**src/rtl/conv_tree_deserializer_16.sv**
```systemverilog
// Serial-to-parallel deserializer with sync-word alignment, gap-limited lock
// and a saturating lock-loss counter. LSB-first, one bit per clock.
module conv_tree_deserializer_16 #(
  parameter int          OUTPUTS_NUM = 16,
  parameter logic [15:0] SYNC_WORD   = 16'hB38F,
  parameter int          MAX_GAP     = 8
) (
  input  logic                   CLK,
  input  logic                   RESET,
  input  logic                   SERIAL_IN,
  input  logic                   REALIGN,
  output logic [OUTPUTS_NUM-1:0] PAR_OUT,
  output logic                   PAR_VALID,
  output logic                   LOCKED,
  output logic                   SYNC_DET,
  output logic [7:0]             LOSS_CNT
);

  typedef enum logic {
    HUNT    = 1'b0,
    ALIGNED = 1'b1
  } state_t;

  localparam logic [7:0] MAX_GAP_C = 8'(MAX_GAP);

  state_t                 state_q;
  logic [OUTPUTS_NUM-1:0] sr_q;
  logic [OUTPUTS_NUM-1:0] sr_d;
  logic [3:0]             bitcnt_q;
  logic [7:0]             gapcnt_q;
  logic [OUTPUTS_NUM-1:0] par_out_q;
  logic                   par_valid_q;
  logic                   locked_q;
  logic                   sync_det_q;
  logic [7:0]             loss_cnt_q;
  logic                   sync_hit_d;
  logic                   word_end_d;

  // Post-shift view of the stream; all matching is done on this value.
  always_comb begin
    sr_d       = {SERIAL_IN, sr_q[OUTPUTS_NUM-1:1]};
    sync_hit_d = (sr_d == SYNC_WORD);
    word_end_d = (bitcnt_q == 4'd15);
  end

  // Alignment FSM, shift register, counters and registered outputs.
  always_ff @(posedge CLK) begin
    if (RESET) begin
      state_q     <= HUNT;
      sr_q        <= '0;
      bitcnt_q    <= 4'd0;
      gapcnt_q    <= 8'd0;
      par_out_q   <= '0;
      par_valid_q <= 1'b0;
      locked_q    <= 1'b0;
      sync_det_q  <= 1'b0;
      loss_cnt_q  <= 8'd0;
    end else begin
      sr_q        <= sr_d;
      par_valid_q <= 1'b0;
      sync_det_q  <= 1'b0;
      if (REALIGN) begin
        // Re-hunt on request: no strobes this edge and no loss counted.
        state_q  <= HUNT;
        locked_q <= 1'b0;
      end else begin
        case (state_q)
          HUNT: begin
            if (sync_hit_d) begin
              state_q    <= ALIGNED;
              locked_q   <= 1'b1;
              bitcnt_q   <= 4'd0;
              gapcnt_q   <= 8'd0;
              sync_det_q <= 1'b1;
            end else begin
              locked_q <= 1'b0;
            end
          end
          ALIGNED: begin
            bitcnt_q <= bitcnt_q + 4'd1;
            // Only the word boundary is compared; mid-word patterns are ignored.
            if (word_end_d) begin
              if (sync_hit_d) begin
                sync_det_q <= 1'b1;
                gapcnt_q   <= 8'd0;
              end else if (gapcnt_q < MAX_GAP_C) begin
                par_out_q   <= sr_d;
                par_valid_q <= 1'b1;
                gapcnt_q    <= gapcnt_q + 8'd1;
              end else begin
                state_q  <= HUNT;
                locked_q <= 1'b0;
                if (loss_cnt_q != 8'hFF) begin
                  loss_cnt_q <= loss_cnt_q + 8'd1;
                end else begin
                  loss_cnt_q <= loss_cnt_q;
                end
              end
            end else begin
              gapcnt_q <= gapcnt_q;
            end
          end
          default: begin
            state_q  <= HUNT;
            locked_q <= 1'b0;
          end
        endcase
      end
    end
  end

  assign PAR_OUT   = par_out_q;
  assign PAR_VALID = par_valid_q;
  assign LOCKED    = locked_q;
  assign SYNC_DET  = sync_det_q;
  assign LOSS_CNT  = loss_cnt_q;

endmodule

```
**config.mk**
```make
export PLATFORM = sky130hd
export DESIGN_NAME = conv_tree_deserializer_16
export DESIGN_NICKNAME = d
export VERILOG_FILES = /design/src/rtl/conv_tree_deserializer_16.sv
export SDC_FILE = /design/constraint.sdc
export NUM_CORES = 1
export LEC_CHECK = 0
export CAP_MARGIN = 20
export CORE_UTILIZATION = 30
export DETAILED_ROUTE_END_ITERATION = 8
export PLACE_DENSITY = 0.6
export SYNTH_ARGS = -nofsm -noshare
export SYNTH_HDL_FRONTEND = slang
export SYNTH_SLANG_ARGS = --single-unit
```
**constraint.sdc**
```tcl
create_clock -name CLK -period 2.8 [get_ports CLK]
set_input_delay 0.42 -clock CLK [delete_from_list [all_inputs] [get_ports CLK]]
set_output_delay 0.42 -clock CLK [all_outputs]
set_load 0.03 [all_outputs]
```
==> results.txt, run 1 <==
The share of the synthesized area in the top cell type came out at 51.76%. The effective utilization at floorplan came out at 31.14%. The register area share after synthesis is between 50% and 60%. The worst vdd rail ir drop came out at 0.1915 mV.

In this run the critical register-to-register path is launched from gapcnt_q[4]$_SDFFE_PP0P_. The later-pin clock latency in the skew report is about 0.31 ns. The DRC violation total after the first TritonRoute iteration came out at 54. The post-synthesis cell count came out at 220. The most common cell in the synthesized netlist is sky130_fd_sc_hd__dfxtp_1. The post-DP HPWL is 2592 µm. Row generation in the floorplan step produced 30 rows. By area the synthesized netlist is led by sky130_fd_sc_hd__dfxtp_1 52%, sky130_fd_sc_hd__nor2b_1 5.0%, sky130_fd_sc_hd__nand2_1 4.9%, sky130_fd_sc_hd__a21oi_2 3.7%, sky130_fd_sc_hd__a21oi_1 3.5%. The number of warnings printed during yosys synthesis is 0. The utilization after layout is 37.89%. The flow ran to the end, and the final reports show no timing, DRC or antenna violations.

After detailed placement, the total cell area comes to about 0.0025 mm². The floorplan step set the die height to 86.20 µm. The global router's overall resource usage is between 10% and 20%.

The initial antenna violation count is 0. The maximum clock rate is 479.6 MHz. Measured against its own limit, the worst slew margin works out to 63.96%. Of all flip-flops after synthesis, the portion carrying an async set or reset was 0%. TritonCTS created 5 clock buffers.

Tracing the worst setup path back leads to its startpoint at REALIGN. The post-cts resize count came out at 0. The antenna diode count came out at 0. Detailed routing inserted a total of 1567 vias. The worst setup path category is in2reg. STA classifies the critical path startpoint as an input pin. The floorplan core area came out at 0.006832 mm².

The total count of max-transition violations in the final report came out at 0. The data arrival time of the critical path is 2.32 ns. In the routed design, unresolved DRC markers number 0. The number of flip-flops and latches in the synthesized netlist is 55. The clock drives 55 sinks. Synthesis produced a netlist with a net count of 227. Once detail routing completed, the nets flagged for antenna violations numbered 0.

The number of max-cap violations came out at 0. Fill cells in the final layout number 736. The data required time of the worst path is 3.04 ns.

The total standard cell area after synthesis is 0.002127 mm². The clock passes through at most 2 buffers. The first-pass GRT wire length is ~6600 µm. For the finished layout, the period the worst path requires is 2.085 ns. The largest driver fanout on the critical path came out at 6. Each instance of the synthesized netlist takes up on average 9.668 µm². The static leakage power is 0.0008687 µW. The power density over the cells came out at 483.9 mW/mm². In this run, synthesis inferred 0 flip-flops with an integrated enable. The cell sitting at the root of the clock tree is a sky130_fd_sc_hd__clkbuf_8.

After routing, the total negative slack on setup checks comes to 0 ns. The layout net count came out at 257. The post-route fraction of the period consumed by the critical path came out at 74.47%. The via count of the first global-routing pass was ~1500. TritonCTS built the clock tree. In the routed layout, each cell is associated on average with a via count of 4.516. Clock-pin slew was measured on the worst setup and hold paths at 0.10 ns.

In this run the number of H-tree levels came out at 2. STA classifies the critical path endpoint as a flip-flop. Setup repair after global routing left no endpoint under its margin. The number of non-filler instances in the completed layout came out at about 350. In this run the worst hold path is classified as reg2reg. Entering global routing, the biggest net connects 30 pins. The final routed wirelength across all metal layers came out at approximately 3900 µm. Counting distinct cell types in the post-synthesis netlist gives 45. The number of setup buffers added after CTS came out at 0. The biggest area contributor in the post-synthesis netlist is sky130_fd_sc_hd__dfxtp_1.

The layout-stage area growth over the synthesis result is 21.71%. The placed cell count is 339. The cell area after layout came out at 0.002589 mm².

The total count of hold-check failures in the final report is 0. At the end of routability-driven placement, the weighted congestion stood at ~0.73. In this run, post-CTS hold repair placed 0 buffers. Before antenna repair, the detailed router went through 4 iterations. The start point of the worst min-delay path is LOCKED$_SDFFE_PP0P_. The maximum clock skew at final layout came out at 0.008515 ns. The main flop type after synthesis is sky130_fd_sc_hd__dfxtp_1.

The average wire per standard cell came out at ~11 µm. In the synthesized netlist, the cells that appear most often are 55 x sky130_fd_sc_hd__dfxtp_1, 28 x sky130_fd_sc_hd__nand2_1, 17 x sky130_fd_sc_hd__nor2b_1, 15 x sky130_fd_sc_hd__a21oi_1, 11 x sky130_fd_sc_hd__nor2_1. The count of port buffers added during placement came out at 30. During I/O placement, the number of pins put on the boundary was 31. The remaining global-route overflow came out at 0.

At the pin with the least slew margin, the transition time is 0.5406 ns. The horizontal die dimension is 86.20 µm. The count of final setup violators came out at 0. The layout cell share with drive strength beyond 1 is 13.94%. The die outline area is 0.007430 mm².
==> per-stage QoR <==
step / setup WS (ns) / hold slack [ns] / power [µW]
2_1_floorplan: 0.9055 / 0.4308 / 817.8
6_report: 0.7147 / 0.4545 / 1253
3_5_place_dp: 0.3907 / 0.4437 / 827.3
3_3_place_gp: 0.4213 / 0.4425 / 827.6
4_1_cts: 0.7233 / 0.4611 / 1276
5_1_grt: 0.5929 / 0.4828 / 1311
==> cell type report <==
type                    instances  area [µm²]  share of cell area (%)
multi-input cells             153       950.9                   36.73
clock inverters                 3       22.52                  0.8700
flip-flops and latches         55        1101                   42.53
inverters                       2       7.507                  0.2900
clock buffers                   5       68.82                   2.658
well taps                      96       120.1                   4.640
repair buffers                 33       317.8                   12.28
==> layer usage <==
| layer | track usage, % | routed length (µm) | part of all wire, % | up-vias |
|---|---|---|---|---|
| li1 | - | - | - | 814 |
| met1 | 15.14 | 2047 | 53 | 725 |
| met2 | 17.10 | 1650 | 43 | 23 |
| met3 | 3.048 | 125 | 3.2 | 5 |
| met4 | 4.091 | 36 | 0.93 | 0 |
| met5 | 0 | 0 | 0 | - |
==> placed cells by master (no fill, tap or decap), types with 2 or more instances in the layout <==
master                            netlist  routed
sky130_fd_sc_hd__nor3_1                 3       3
sky130_fd_sc_hd__or4_1                  2       2
sky130_fd_sc_hd__nand2_1               28      28
sky130_fd_sc_hd__buf_4                  1       3
sky130_fd_sc_hd__nor3b_1                2       2
sky130_fd_sc_hd__ha_1                   3       3
sky130_fd_sc_hd__o31ai_1                2       2
sky130_fd_sc_hd__nand3_1                9       9
sky130_fd_sc_hd__and2_1                 4       4
sky130_fd_sc_hd__o21ai_0                2       2
sky130_fd_sc_hd__or3_1                  2       2
sky130_fd_sc_hd__nor2b_1               17      17
sky130_fd_sc_hd__nor4_1                 3       3
sky130_fd_sc_hd__clkdlybuf4s50_1        0      29
sky130_fd_sc_hd__mux2i_1                2       2
sky130_fd_sc_hd__clkbuf_8               0       5
sky130_fd_sc_hd__a22oi_1                2       2
sky130_fd_sc_hd__xnor2_1                4       4
sky130_fd_sc_hd__nand4bb_1              4       4
sky130_fd_sc_hd__a21oi_1               15      15
sky130_fd_sc_hd__nand2_2                9       9
sky130_fd_sc_hd__nor2_1                11      11
sky130_fd_sc_hd__inv_1                  2       2
sky130_fd_sc_hd__a21oi_2                9       9
sky130_fd_sc_hd__dfxtp_1               55      55
sky130_fd_sc_hd__nand4_1                3       3
==> state kept, by name, indices dropped and copies added, names as in the netlist <==
register   cells
LOSS_CNT       8
sr_q          15
bitcnt_q       4
SYNC_DET       1
LOCKED         1
state_q        1
gapcnt_q       8
PAR_VALID      1
PAR_OUT       16
==> worst paths after layout <==
kind / endpoint / slack (ns) / cells past startpoint
worst max-delay path: LOSS_CNT[5]$_SDFFE_PP0P_ / 0.71 / 6
worst min-delay path: LOCKED$_SDFFE_PP0P_ / 0.45 / 2
worst max register to register: PAR_OUT[0]$_SDFFE_PP0P_ / 0.75 / 6
worst min register to register: LOCKED$_SDFFE_PP0P_ / 0.45 / 2
==> cells by family after synthesis <==
family | share of synthesized area (%)
AOI/OAI and AO/OA | 12.24
muxes | 0.9412
buffers and inverters | 3.530
DFF | 51.76
adders and majority gates | 1.765
and+or+nand+nor | 28.12
xor gates and xnor gates | 1.647
==> worst max-delay path, cell delays in order <==
cell and delay [ns]:
sky130_fd_sc_hd__clkdlybuf4s50_1 0.48, sky130_fd_sc_hd__and2b_1 0.29, sky130_fd_sc_hd__o211ai_2 0.15, sky130_fd_sc_hd__or3_1 0.41, sky130_fd_sc_hd__or4_1 0.42, sky130_fd_sc_hd__a21oi_1 0.15
==> report_power, final <==
| part | total [µW] | internal, µW | switching, µW |
|---|---|---|---|
| clock | 444 | 180 | 264 |
| sequential | 786 | 784 | 1.90 |
| combinational | 23.2 | 7.26 | 15.9 |
| total | 1250 | 971 | 282 |
(Power assumes the default switching activity.)
==> run 2: changes to the inputs <==
--- a/config.mk
+++ b/config.mk
@@ -8,7 +8,7 @@
 export CAP_MARGIN = 20
 export CORE_UTILIZATION = 30
 export DETAILED_ROUTE_END_ITERATION = 8
-export PLACE_DENSITY = 0.6
+export PLACE_DENSITY = 0.62
 export SYNTH_ARGS = -nofsm -noshare
 export SYNTH_HDL_FRONTEND = slang
 export SYNTH_SLANG_ARGS = --single-unit
==> constraint.sdc (replaced) <==
create_clock -name CLK -period 1.85 [get_ports CLK]
set_input_delay 0.2775 -clock CLK [delete_from_list [all_inputs] [get_ports CLK]]
set_output_delay 0.2775 -clock CLK [all_outputs]
set_load 0.03 [all_outputs]
==> run 2 against run 1 <==
  * Hold slack got worse by 0.032 ns
  * Via count rose by 4.2%
  * Clock power rose by 100%
  * Critical path type is now reg2reg
  * Global-route usage rose by 0.21 points
  * Routed wire length rose by 4.1%
  * Highest routed layer unchanged
  * Die area did not move
  * Critical endpoint unchanged
  * Largest cell class unchanged
  * Largest power group unchanged
  * Register-to-register slack got worse by 0.71 ns
  * Total power rose by 71%
==> results.txt, run 2 (synthesized netlist as in run 1, its figures left out) <==
The worst setup slack after placement is -0.2273 ns (was 0.3907 ns). The number of max-cap violations is 0 (unchanged). The timing startpoint of the critical path was bitcnt_q[1]$_SDFFE_PP0P_ (was REALIGN).

The worst hold-check path type is in2reg (was reg2reg). The largest stage delay on the critical path came out at 0.43 ns (was 0.48 ns). The worst slew margin relative to its limit is 66.13% (was 63.96%). The share of total power in sequential cells is 55.6% (was 62.7%). The number of placement rows is 30 (unchanged). The remaining global-route overflow is 0 (unchanged).

The number of design rule violations left after detail routing is 0 (unchanged). The final routed wirelength across all metal layers is 4018 µm (was 3858 µm). The pin count of the biggest net entering global routing came out at 29 (was 30). The total I/O pin count is 31 (unchanged).

The post-route antenna net violation count is 0 (unchanged). The via count of the first global-routing pass is 1543 (was 1475). The overall via count from detail_route came out at 1633 (was 1567).

The commonest non-fill, non-tap cell in the layout is sky130_fd_sc_hd__dfxtp_1 (unchanged). The layout net count is 274 (was 257). The count of final setup violators came out at 0 (unchanged). The number of levels in the clock H-tree is 2 (unchanged). The flip-flop count of the largest register after layout came to 16 (unchanged). The capturing element type of the critical path is a flip-flop (unchanged). The average wire per standard cell came to 11.04 µm (was 11.12 µm). The largest driver fanout on the critical path came out at 6 (unchanged).

The depth of the worst register-to-register path is 6 (unchanged). The floorplan core area was 0.006832 mm² (unchanged). The layout-stage area growth over the synthesis result was 34.59% (was 21.71%). The internal power component came out at 1741 µW (was 971.0 µW).

The final estimated routing congestion in global placement came to 0.6959 (was 0.7325). The total count of max-transition violations in the final report came to 0 (unchanged). The setup slack on the worst flop-to-flop path is 0.04 ns (was 0.75 ns). The worst vdd rail ir drop is 0.2607 mV (was 0.1915 mV). Based on the critical path, the design can be clocked at up to ~550 MHz. The number of buffers on the longest clock path is 2 (unchanged).

The horizontal die dimension is 86.20 µm (unchanged). The effective utilization at floorplan is 31.14% (unchanged). Unrepaired setup endpoints after global routing: true (was false). The cell area after layout is 0.002863 mm² (was 0.002589 mm²). The utilization after layout was 41.90% (was 37.89%). The start point of the worst min-delay path is RESET (was LOCKED$_SDFFE_PP0P_).

The clock sink total is 55 (unchanged). The count of port buffers added during placement is 30 (unchanged). The maximum clock skew at final layout came to 0.006986 ns (was 0.008515 ns). The clock edge transition at the registers on the reported setup and hold paths is 0.09 ns (was 0.10 ns). The worst reg2reg path endpoint is LOSS_CNT[5]$_SDFFE_PP0P_ (was PAR_OUT[0]$_SDFFE_PP0P_). The power spent charging and discharging nets came out at 396.7 µW (was 281.8 µW). The data required time of the worst path came out at 2.08 ns (was 3.04 ns). The area taken by multi-input logic gates is 0.001020 mm² (was 950.9 µm²).

The die outline area was 0.007430 mm² (unchanged). The global router's overall resource usage is 11.40% (was 11.19%). The antenna diode count came out at 0 (unchanged). The detailed-route vias per instance came out at 4.486 (was 4.516).

The number of detailed-route iterations in the first pass came out at 4 (unchanged). The transition time at the pin with the least slew margin was 0.5081 ns (was 0.5406 ns). The TritonCTS clock tree is built (unchanged).

The worst setup path category was reg2reg (was in2reg). The DRC violation total after the first TritonRoute iteration is 59 (was 54). The switching share of power came to 18.56% (was 22.49%).

Status: finished clean (unchanged). The post-route fraction of the period consumed by the critical path came out at 97.78%. The first-pass GRT wire length came to 6789 µm (was 6582 µm). The layout cell share with drive strength beyond 1 came to 23.13% (was 13.94%). The worst setup margin came out at 0.04115 ns (was 0.7147 ns). The cell area after placement was 0.002636 mm² (was 0.002497 mm²). The cell with the biggest individual delay on the critical path was sky130_fd_sc_hd__or3_4 (was sky130_fd_sc_hd__clkdlybuf4s50_1). The clock power share was 42.6% (was 35.4%). The post-DP HPWL came out at 2763 µm (was 2592 µm). The worst path needs 1.809 ns of the cycle, external delays included. The total count of hold-check failures in the final report came to 0 (unchanged). The sequential standard cell area is 0.001105 mm² (was 0.001101 mm²). The initial antenna violation count is 0 (unchanged). The vertical extent of the die came to 86.20 µm (unchanged). Top library cells by usage in the layout, fill and taps aside: 52 x sky130_fd_sc_hd__dfxtp_1, 29 x sky130_fd_sc_hd__clkdlybuf4s50_1, 28 x sky130_fd_sc_hd__nand2_1 (was 55 x sky130_fd_sc_hd__dfxtp_1, 29 x sky130_fd_sc_hd__clkdlybuf4s50_1, 28 x sky130_fd_sc_hd__nand2_1).

The number of fillers in the final layout is 699 (was 736). The static leakage power is 0.0009863 µW (was 0.0008687 µW). The master cell of the clock root buffer is sky130_fd_sc_hd__clkbuf_8 (unchanged). The total clock buffers created by CTS was 5 (unchanged). The data arrival time of the critical path came out at 2.04 ns (was 2.32 ns). The launching point of the worst reg2reg path is bitcnt_q[1]$_SDFFE_PP0P_ (was gapcnt_q[4]$_SDFFE_PP0P_). The total power after layout is 2137 µW (was 1253 µW). The later-pin clock latency in the skew report came to 0.30 ns (was 0.31 ns).

The relative contribution of combinational cells to total power is 1.8% (about the same). The power density over the cells is 746.6 mW/mm² (was 483.9 mW/mm²). Sequence of cells on the critical path: ha_4 > and3_4 > o211ai_4 > or3_4 > or4_1 > a21oi_1 (was clkdlybuf4s50_1 > and2b_1 > o211ai_2 > or3_1 > or4_1 > a21oi_1).

The capturing instance or port of the critical path is LOSS_CNT[5]$_SDFFE_PP0P_ (unchanged). The startpoint class of the critical path is a flip-flop (was input pin).
[run 2: layout make-up]
cell class / count / share of cell area, %
inverter: 2 / 0.2622
timing repair buffer: 50 / 16.70
clock buffer: 6 / 2.535
sequential: 55 / 38.59
multi-input combinational: 153 / 35.62
tap: 96 / 4.196
clock inverter: 2 / 2.098
[run 2: how the worst min path moves through the flow]
| stage | end | depth (start not counted) |
|---|---|---|
| 6_report | bitcnt_q[1]$_SDFFE_PP0P_ | 2 |
| 5_1_grt | LOSS_CNT[4]$_SDFFE_PP0P_ | 2 |
| 4_1_cts | bitcnt_q[1]$_SDFFE_PP0P_ | 2 |
| 3_5_place_dp | PAR_OUT[1]$_SDFFE_PP0P_ | 2 |
| 3_3_place_gp | LOCKED$_SDFFE_PP0P_ | 2 |
| 2_1_floorplan | state_q$_SDFF_PP0_ | 1 |
[run 2: metal layers]
metal	vias up	GRT usage [%]	wire, µm
met3	8	2.000	146
met2	28	17.75	1849
met4	0	5.606	89
met1	750	15.26	1932
met5	-	0	0
li1	847	-	-
[run 2: critical path, delay by kind of cell (launching register included)]
family | cells | cell delay [ns]
AO/OA/AOI/OAI | 2 | 0.21
adder cells (fa/ha/maj) | 1 | 0.13
flip-flops | 1 | 0.36
AND/OR/NAND/NOR | 3 | 1.04
[run 2: repair_timing]
| action | CTS | global route |
|---|---|---|
| pin swaps | 0 | 4 |
| gates resized for setup | 2 | 13 |
| cloned | 0 | 0 |
| setup buffers | 0 | 2 |
| setup endpoints to repair | 2 | 12 |
| hold endpoints to repair | 0 | 0 |
| hold buffers | 0 | 0 |
[run 2: power groups by stage]
| stage | combinational (µW) | clock (µW) | sequential [µW] |
|---|---|---|---|
| 2_1_floorplan | 22.2 | 0 | 1220 |
| 3_3_place_gp | 39.1 | 0 | 1220 |
| 3_5_place_dp | 38.8 | 0 | 1220 |
| 4_1_cts | 38.9 | 948 | 1190 |
| 5_1_grt | 42.8 | 989 | 1190 |
| 6_report | 38.4 | 910 | 1190 |
[run 2: metrics by stage]
stage | setup TNS (ns) | hold slack, ns | std cells
2_1_floorplan | -0.3150 | 0.3625 | 220
5_1_grt | -0.07467 | 0.4460 | 364
6_report | 0 | 0.4228 | 364
4_1_cts | 0 | 0.4203 | 362
3_3_place_gp | -4.089 | 0.4414 | 354
3_5_place_dp | -4.298 | 0.4480 | 354
